**src/rtl/fetch_unit.sv**
```systemverilog
// -----------------------------------------------------------------------------
// fetch_unit
//   Program-sequencing stage upstream of the control decoder. Holds the PC,
//   presents the current instruction word and its opcode field, and computes
//   the next PC (sequential, beq, j). A start/done handshake runs one program
//   from a given start address until it halts. Counts retired instructions.
//
// Ports
//   clk          in   clock, all state updates on the rising edge
//   reset        in   synchronous, active-high
//   start        in   one-cycle pulse, honoured only in IDLE or DONE
//   startAddr    in   PC loaded on an accepted start
//   romData      in   instruction ROM read data for address pc
//   branch       in   branch/jump request for the current instruction
//   zero         in   ALU equality result (beq condition)
//   targetAddr   in   absolute branch/jump target
//   pc           out  current PC, drives the ROM address
//   instruction  out  current instruction word (romData pass-through)
//   opcode       out  top 3 bits of the instruction
//   instrValid   out  high only while running
//   done         out  high once the program has halted
//   instrCount   out  instructions retired since the last accepted start
// -----------------------------------------------------------------------------
module fetch_unit #(
  parameter int PC_WIDTH    = 10,
  parameter int INSTR_WIDTH = 9,
  parameter int PROG_LEN    = 1024,
  parameter int CNT_WIDTH   = 16
) (
  input  logic                   clk,
  input  logic                   reset,
  input  logic                   start,
  input  logic [PC_WIDTH-1:0]    startAddr,
  input  logic [INSTR_WIDTH-1:0] romData,
  input  logic                   branch,
  input  logic                   zero,
  input  logic [PC_WIDTH-1:0]    targetAddr,
  output logic [PC_WIDTH-1:0]    pc,
  output logic [INSTR_WIDTH-1:0] instruction,
  output logic [2:0]             opcode,
  output logic                   instrValid,
  output logic                   done,
  output logic [CNT_WIDTH-1:0]   instrCount
);

  typedef enum logic [1:0] {
    S_IDLE,
    S_RUN,
    S_DONE
  } state_t;

  localparam logic [2:0]          OP_BEQ  = 3'b001;
  localparam logic [2:0]          OP_J    = 3'b111;
  localparam logic [PC_WIDTH-1:0] LAST_PC = PC_WIDTH'(PROG_LEN - 1);

  state_t                 r_state;
  state_t                 w_state_nxt;
  logic [PC_WIDTH-1:0]    r_pc;
  logic [PC_WIDTH-1:0]    w_pc_nxt;
  logic [CNT_WIDTH-1:0]   r_count;
  logic [CNT_WIDTH-1:0]   w_count_nxt;
  logic [2:0]             w_opcode;
  logic                   w_taken;
  logic                   w_halt;

  assign w_opcode = romData[INSTR_WIDTH-1 -: 3];

  // branch with any opcode other than j/beq is ignored, so the request only
  // counts when qualified by the opcode of the instruction actually retiring.
  assign w_taken = branch && ((w_opcode == OP_J) || ((w_opcode == OP_BEQ) && zero));

  // A taken branch overrides the end-of-program halt: only a self-loop stops
  // it. Without a taken branch the program ends when the last PC retires.
  assign w_halt = w_taken ? (targetAddr == r_pc) : (r_pc == LAST_PC);

  // NOTE: every signal written here gets a default first so no path leaves it
  // unassigned; otherwise synthesis infers a latch to hold the old value.
  always_comb begin
    w_state_nxt = r_state;
    w_pc_nxt    = r_pc;
    w_count_nxt = r_count;
    unique case (r_state)
      S_IDLE, S_DONE: begin
        if (start) begin
          w_state_nxt = S_RUN;
          w_pc_nxt    = startAddr;
          w_count_nxt = '0;
        end
      end
      S_RUN: begin
        // The halting instruction still retires, so the count always moves.
        if (!(&r_count)) begin
          w_count_nxt = r_count + CNT_WIDTH'(1);
        end
        if (w_halt) begin
          w_state_nxt = S_DONE;
        end else if (w_taken) begin
          w_pc_nxt = targetAddr;
        end else begin
          w_pc_nxt = r_pc + PC_WIDTH'(1);
        end
      end
      default: begin
        w_state_nxt = S_IDLE;
      end
    endcase
  end

  // NOTE: state registers use non-blocking assignments so every flop samples
  // the pre-edge values, independent of statement order.
  always_ff @(posedge clk) begin
    if (reset) begin
      r_state <= S_IDLE;
      r_pc    <= '0;
      r_count <= '0;
    end else begin
      r_state <= w_state_nxt;
      r_pc    <= w_pc_nxt;
      r_count <= w_count_nxt;
    end
  end

  assign pc          = r_pc;
  assign instruction = romData;
  assign opcode      = w_opcode;
  assign instrValid  = (r_state == S_RUN);
  assign done        = (r_state == S_DONE);
  assign instrCount  = r_count;

endmodule

```
**config.mk**
```make
export PLATFORM = sky130hd
export DESIGN_NAME = fetch_unit
export DESIGN_NICKNAME = d
export VERILOG_FILES = /design/src/rtl/fetch_unit.sv
export SDC_FILE = /design/constraint.sdc
export NUM_CORES = 1
export LEC_CHECK = 0
export BUFFER_PORTS_ARGS = -buffer_cell sky130_fd_sc_hd__buf_2
export CAP_MARGIN = 5
export CORE_AREA = 4 4 81 83
export DETAILED_ROUTE_END_ITERATION = 7
export DIE_AREA = 0 0 85 87
export GPL_TIMING_DRIVEN = 0
export SYNTH_ARGS = -nofsm -noshare
export SYNTH_HDL_FRONTEND = slang
export SYNTH_SLANG_ARGS = --single-unit
```
**constraint.sdc**
```tcl
create_clock -name clk -period 5.4 [get_ports clk]
set_input_delay 0.27 -clock clk [delete_from_list [all_inputs] [get_ports clk]]
set_output_delay 0.27 -clock clk [all_outputs]
set_load 0.02 [all_outputs]
```
==> impl_metrics.json, run 1 <==
{
  "cts_buffers": 3,
  "synth_cells": 242,
  "ant_nets": 0,
  "cp.arrival_ns": 2.22,
  "vias_per_cell": 5.03,
  "synth_mux_area_frac": 0.0101,
  "clkSlewWorstSetupHoldPaths_ns": 0.10,
  "fmax_ghz": 0.483,
  "start_kind": "flip-flop",
  "placed_area_um2": 2410,
  "fin_setup_tns_ns": 0,
  "synth_top_area_share": 0.283,
  "setup_viol": 0,
  "drtIter0Drc": 46,
  "cp_max_fo": 10,
  "port_buffers": 67,
  "cts_tree": "yes",
  "grtUsageMet3": 0.0218,
  "synth_edf_count": 0,
  "post_cts_buffers": 0,
  "grt_util_all_layers": 0.140,
  "layout.nets": 350,
  "rsz0062_at_grt": "no",
  "finalInstanceArea_um2": 2480,
  "drc": 0,
  "netlist_top_cells_area": "dfxtp_1, xnor2_1, xor2_1, a2111oi_2, a21oi_1",
  "dr_total_vias": 1953,
  "crit_chain": "or4bb_1 -> o31ai_1 -> a211oi_1 -> nand4b_1 -> buf_6 -> a21oi_1 -> nor3_1",
  "io_pins": 74,
  "hold_class": "in -> reg",
  "rows": 28,
  "initial_core_util": 0.338,
  "clock_latency_ns": 0.28,
  "peakVddDrop_uv": 94.4,
  "synth_most_common_cell": "dfxtp_1",
  "gp_congestion": 0.800,
  "path_buf_inv": 1,
  "routed_wl_um": 5060,
  "synth_xor_area_frac": 0.124,
  "clockRootBuffer": "clkbuf_8",
  "ys_seq_elements": 28,
  "crit_type": "reg -> reg",
  "required_ns": 5.55,
  "seq_area_frac_synth": 0.283,
  "drv_cap": 0,
  "ys_async_sr_fraction": 0,
  "power_density_nw_per_um2": 220,
  "cpMaxStageDelayCell": "dfxtp_1",
  "synthFlopType": "dfxtp_1",
  "antenna_found_initial": 0,
  "tightest_slew_ns": 0.616,
  "core_area_um2": 5850,
  "fin_cells": 388,
  "dp_cells": 384,
  "fillers": 633,
  "busiest_layer": "met2",
  "drt_pass1_iterations": 4,
  "outcome": "finished clean",
  "die_h_um": 87,
  "syn2layout_area_growth_pct": 25.3,
  "drive_above_1_share": 0.342,
  "clock_path_buffers": 2,
  "synth_common_cells": "dfxtp_1, nand2_1, nor2_1, a21oi_1",
  "cpPeakStageDelay_ns": 0.53,
  "finalCritPeriodShare": 0.383,
  "grt_pass1_wl_um": 8780,
  "gr-usage-met1": 0.180,
  "yosys.area_share.simple": 0.255,
  "die_area_um2": 7400,
  "n_antenna_cell": 0,
  "clock_sinks": 28,
  "netlist_area_um2": 1980,
  "grt_pass1_vias": 1950,
  "grt_start_max_net_pins": 17,
  "relSlewSlack": 0.588,
  "cts_resized": 0,
  "synth_top_family_by_area": "simple AND/OR/NAND/NOR gates",
  "avgSynthCellArea_um2": 8.18,
  "power.leakage_uw": 0.000999,
  "h-tree-depth": 1,
  "yosys_warnings": 0,
  "cp-end-kind": "flip-flop",
  "wl_per_cell_um": 13.0,
  "grt_use_met2": 0.241,
  "synth_top_area_cell": "dfxtp_1",
  "die_w_um": 85,
  "path_delay_family": "simple AND/OR/NAND/NOR gates",
  "syn_nets": 278,
  "hold_viol": 0,
  "hpwl_um": 4090,
  "synth_cell_types": 43,
  "postCtsHoldBufs": 0,
  "synth_compound_area_frac": 0.218,
  "fin_crit_ns": 2.07,
  "skew_ns": 0.0115,
  "drv_slew": 0,
  "synth_fa_ha_area_frac": 0.0126,
  "overflow": 0
}
[final timing paths]
check                              from                         end  slack [ns]  depth (start not counted)
min                               reset          pc[5]$_SDFFE_PP0P_        0.19                          2
max reg2reg          pc[5]$_SDFFE_PP0P_          pc[4]$_SDFFE_PP0P_        3.33                          7
min reg2reg  instrCount[8]$_SDFFE_PP0P_  instrCount[8]$_SDFFE_PP0P_        0.54                          2
max                  pc[5]$_SDFFE_PP0P_          pc[4]$_SDFFE_PP0P_        3.33                          7
[cells in the final DEF, fill, tap and decap left out, drive strengths merged, types with 3 or more instances in the layout]
master	count
a2111oi	7
a211oi	7
a21oi	21
a311oi	3
and3	4
buf	87
clkbuf	10
dfxtp	28
inv	3
nand2	25
nand2b	4
nand3	8
nand4	10
nor2	23
nor3	8
o21ai	8
o22ai	3
or3	3
xnor2	14
xor2	14
[per-layer routing]
metal | routed length [um] | vias to the layer above | part of all wire
li1 | - | 1001 | -
met1 | 2440 | 875 | 0.48
met2 | 2230 | 75 | 0.44
met3 | 364 | 2 | 0.072
met4 | 21 | 0 | 0.0042
met5 | 0 | - | 0
[report_power, final]
part / switching, uW / internal (uW)
sequential: 16.5 / 217
combinational: 82.5 / 64.7
clock: 66.2 / 99.2
total: 165 / 381
[metrics by stage]
step | power [uW] | setup WS [ns] | util | hold slack (ns)
after detailed placement | 386 | 3.26 | 0.412 | 0.494
after floorplan | 339 | 3.48 | - | 0.338
after global placement | 384 | 3.27 | 0.412 | 0.488
after CTS | 554 | 3.36 | 0.424 | 0.184
final | 546 | 3.33 | 0.424 | 0.191
after global routing | 580 | 3.15 | 0.424 | 0.179
[kinds of logic (layout without fill, tap and decap cells)]
| group | count (synthesis) | in the layout |
|---|---|---|
| flops | 28 | 28 |
| compound gates | 56 | 56 |
| fa+ha+maj | 2 | 2 |
| mux | 2 | 2 |
| simple gates | 96 | 96 |
| xor+xnor | 28 | 28 |
| buf+inv | 30 | 101 |
[final cells by class]
type	instances	area [um2]	area share
plain buffers	27	181	0.0732
clock buffers	3	41.3	0.0166
clock inverters	1	30.0	0.0121
inverters	3	11.3	0.00454
multi-input cells	184	1230	0.494
flip-flops and latches	28	561	0.226
well taps	75	93.8	0.0378
repair buffers	67	335	0.135
[sequential cells by signal, summed over array words and instances, names as in the netlist]
register and flops:
instrCount 16, pc 10, r_state 2
(Power assumes the default switching activity.)
==> run 2, diff against run 1 <==
clock period = 1.96 ns   (was 5.4 ns; I/O delays follow)
==> impl_metrics.json, run 2 (synthesis results as in run 1) <==
{
  "path_buf_inv": 1,
  "r2r_start": "pc[0]$_SDFFE_PP0P_",
  "fin_crit_ns": 1.95,
  "tightest_slew_ns": 0.595,
  "cpMaxStageDelayCell": "or4bb_1",
  "clock_path_buffers": 2,
  "cts_buffers": 3,
  "hpwl_um": 4090,
  "io_pins": 74,
  "die_h_um": 87,
  "path_delay_family": "simple AND/OR/NAND/NOR gates",
  "peakVddDrop_uv": 261,
  "initial_core_util": 0.338,
  "h-tree-depth": 1,
  "drv_cap": 0,
  "totalPowerFinal_uw": 1530,
  "drc": 0,
  "drt_pass1_iterations": 4,
  "crit_type": "reg -> reg",
  "busiest_layer": "met2",
  "syn2layout_area_growth_pct": 33.2,
  "fmax_ghz": 0.513,
  "outcome": "finished clean",
  "grt_start_max_net_pins": 17,
  "layout.nets": 354,
  "ant_nets": 0,
  "die_w_um": 85,
  "clockRootBuffer": "clkbuf_8",
  "cts_tree": "yes",
  "layout_common_cells": "buf_2, nand2_1, nor2_1, buf_4, dfxtp_1",
  "cp.arrival_ns": 2.14,
  "cpPeakStageDelay_ns": 0.49,
  "fin_hold_ws_ns": 0.106,
  "dr_total_vias": 1977,
  "final_util": 0.451,
  "setup_viol": 0,
  "clkSlewWorstSetupHoldPaths_ns": 0.10,
  "gr-usage-met1": 0.183,
  "largest_register_ffs": 16,
  "clock_sinks": 28,
  "hold_class": "in -> reg",
  "rsz0062_at_grt": "yes",
  "start_kind": "flip-flop",
  "port_buffers": 67,
  "drv_slew": 0,
  "cp_max_fo": 5,
  "crit_chain": "or4bb_1 -> o31ai_2 -> a211oi_2 -> nand4b_1 -> buf_6 -> a311oi_2",
  "antenna_found_initial": 0,
  "crit_start": "pc[0]$_SDFFE_PP0P_",
  "mostFrequentLayoutCell": "buf_2",
  "core_area_um2": 5850,
  "drive_above_1_share": 0.432,
  "fillers": 609,
  "vias_per_cell": 5.04,
  "gp_congestion": 0.800,
  "required_ns": 2.15,
  "grt_use_met2": 0.242,
  "grt_pass1_wl_um": 8860,
  "die_area_um2": 7400,
  "hold_viol": 0,
  "grtUsageMet3": 0.0218,
  "finalInstanceArea_um2": 2640,
  "fin_cells": 392,
  "rows": 28,
  "power_density_nw_per_um2": 582,
  "drtIter0Drc": 35,
  "min_from": "start",
  "relSlewSlack": 0.603,
  "skew_ns": 0.0118,
  "overflow": 0,
  "clock_latency_ns": 0.28,
  "grt_pass1_vias": 1970,
  "power.leakage_uw": 0.00109,
  "grt_util_all_layers": 0.141,
  "routed_wl_um": 5290,
  "finalCritPeriodShare": 0.995,
  "dp_cells": 384,
  "wl_per_cell_um": 13.5,
  "placed_area_um2": 2410,
  "cp-end-kind": "flip-flop",
  "n_antenna_cell": 0
}
run 2: repair_timing:
| action | CTS | global route |
|---|---|---|
| hold buffers | 0 | 1 |
| gates cloned | 1 | 1 |
| gates resized for setup | 5 | 29 |
| endpoints found under the setup margin | 9 | 27 |
| setup buffers | 2 | 4 |
| pin swaps | 1 | 12 |
| hold endpoints to repair | 0 | 1 |
run 2: area by class of cell:
class | instances | area [um2] | area share
Tap cell | 75 | 93.8 | 0.0356
Clock buffer | 3 | 41.3 | 0.0157
Multi-Input combinational cell | 184 | 1320 | 0.499
Buffer | 22 | 158 | 0.0598
Inverter | 3 | 11.3 | 0.00427
Timing Repair Buffer | 76 | 409 | 0.155
Clock inverter | 1 | 30.0 | 0.0114
Sequential cell | 28 | 578 | 0.219
run 2: per-layer routing:
layer  vias to the layer above  wire, um
met1                       888      2540
met4                         0        44
li1                       1015         -
met3                         4       344
met5                         -         0
met2                        70      2350
run 2: stage by stage:
step / setup TNS (ns) / setup slack [ns]
floorplan: 0 / 0.0383
global placement: -0.0839 / -0.0219
detailed placement: -0.268 / -0.0430
CTS: -0.0113 / -0.0113
global route: -0.439 / -0.0569
finish: 0 / 0.00975
run 2: power breakdown:
part / total, uW / internal [uW] / switching, uW
registers: 657 / 600 / 57.7
logic: 419 / 191 / 228
clock network: 457 / 273 / 184
total: 1530 / 1060 / 469
run 2: worst paths after layout:
path / to / slack (ns) / depth (start not counted)
setup / recovery: pc[5]$_SDFFE_PP0P_ / 0.01 / 6
hold / removal: r_state[1]$_SDFFE_PP0P_ / 0.11 / 3
setup reg to reg: pc[5]$_SDFFE_PP0P_ / 0.01 / 6
hold reg to reg: instrCount[1]$_SDFFE_PP0P_ / 0.52 / 2
run 2: worst min-delay path: cells and delay by family:
family | cells | cell delay [ns]
simple gates | 1 | 0.10
buf+inv | 1 | 0.09
compound gates | 1 | 0.07
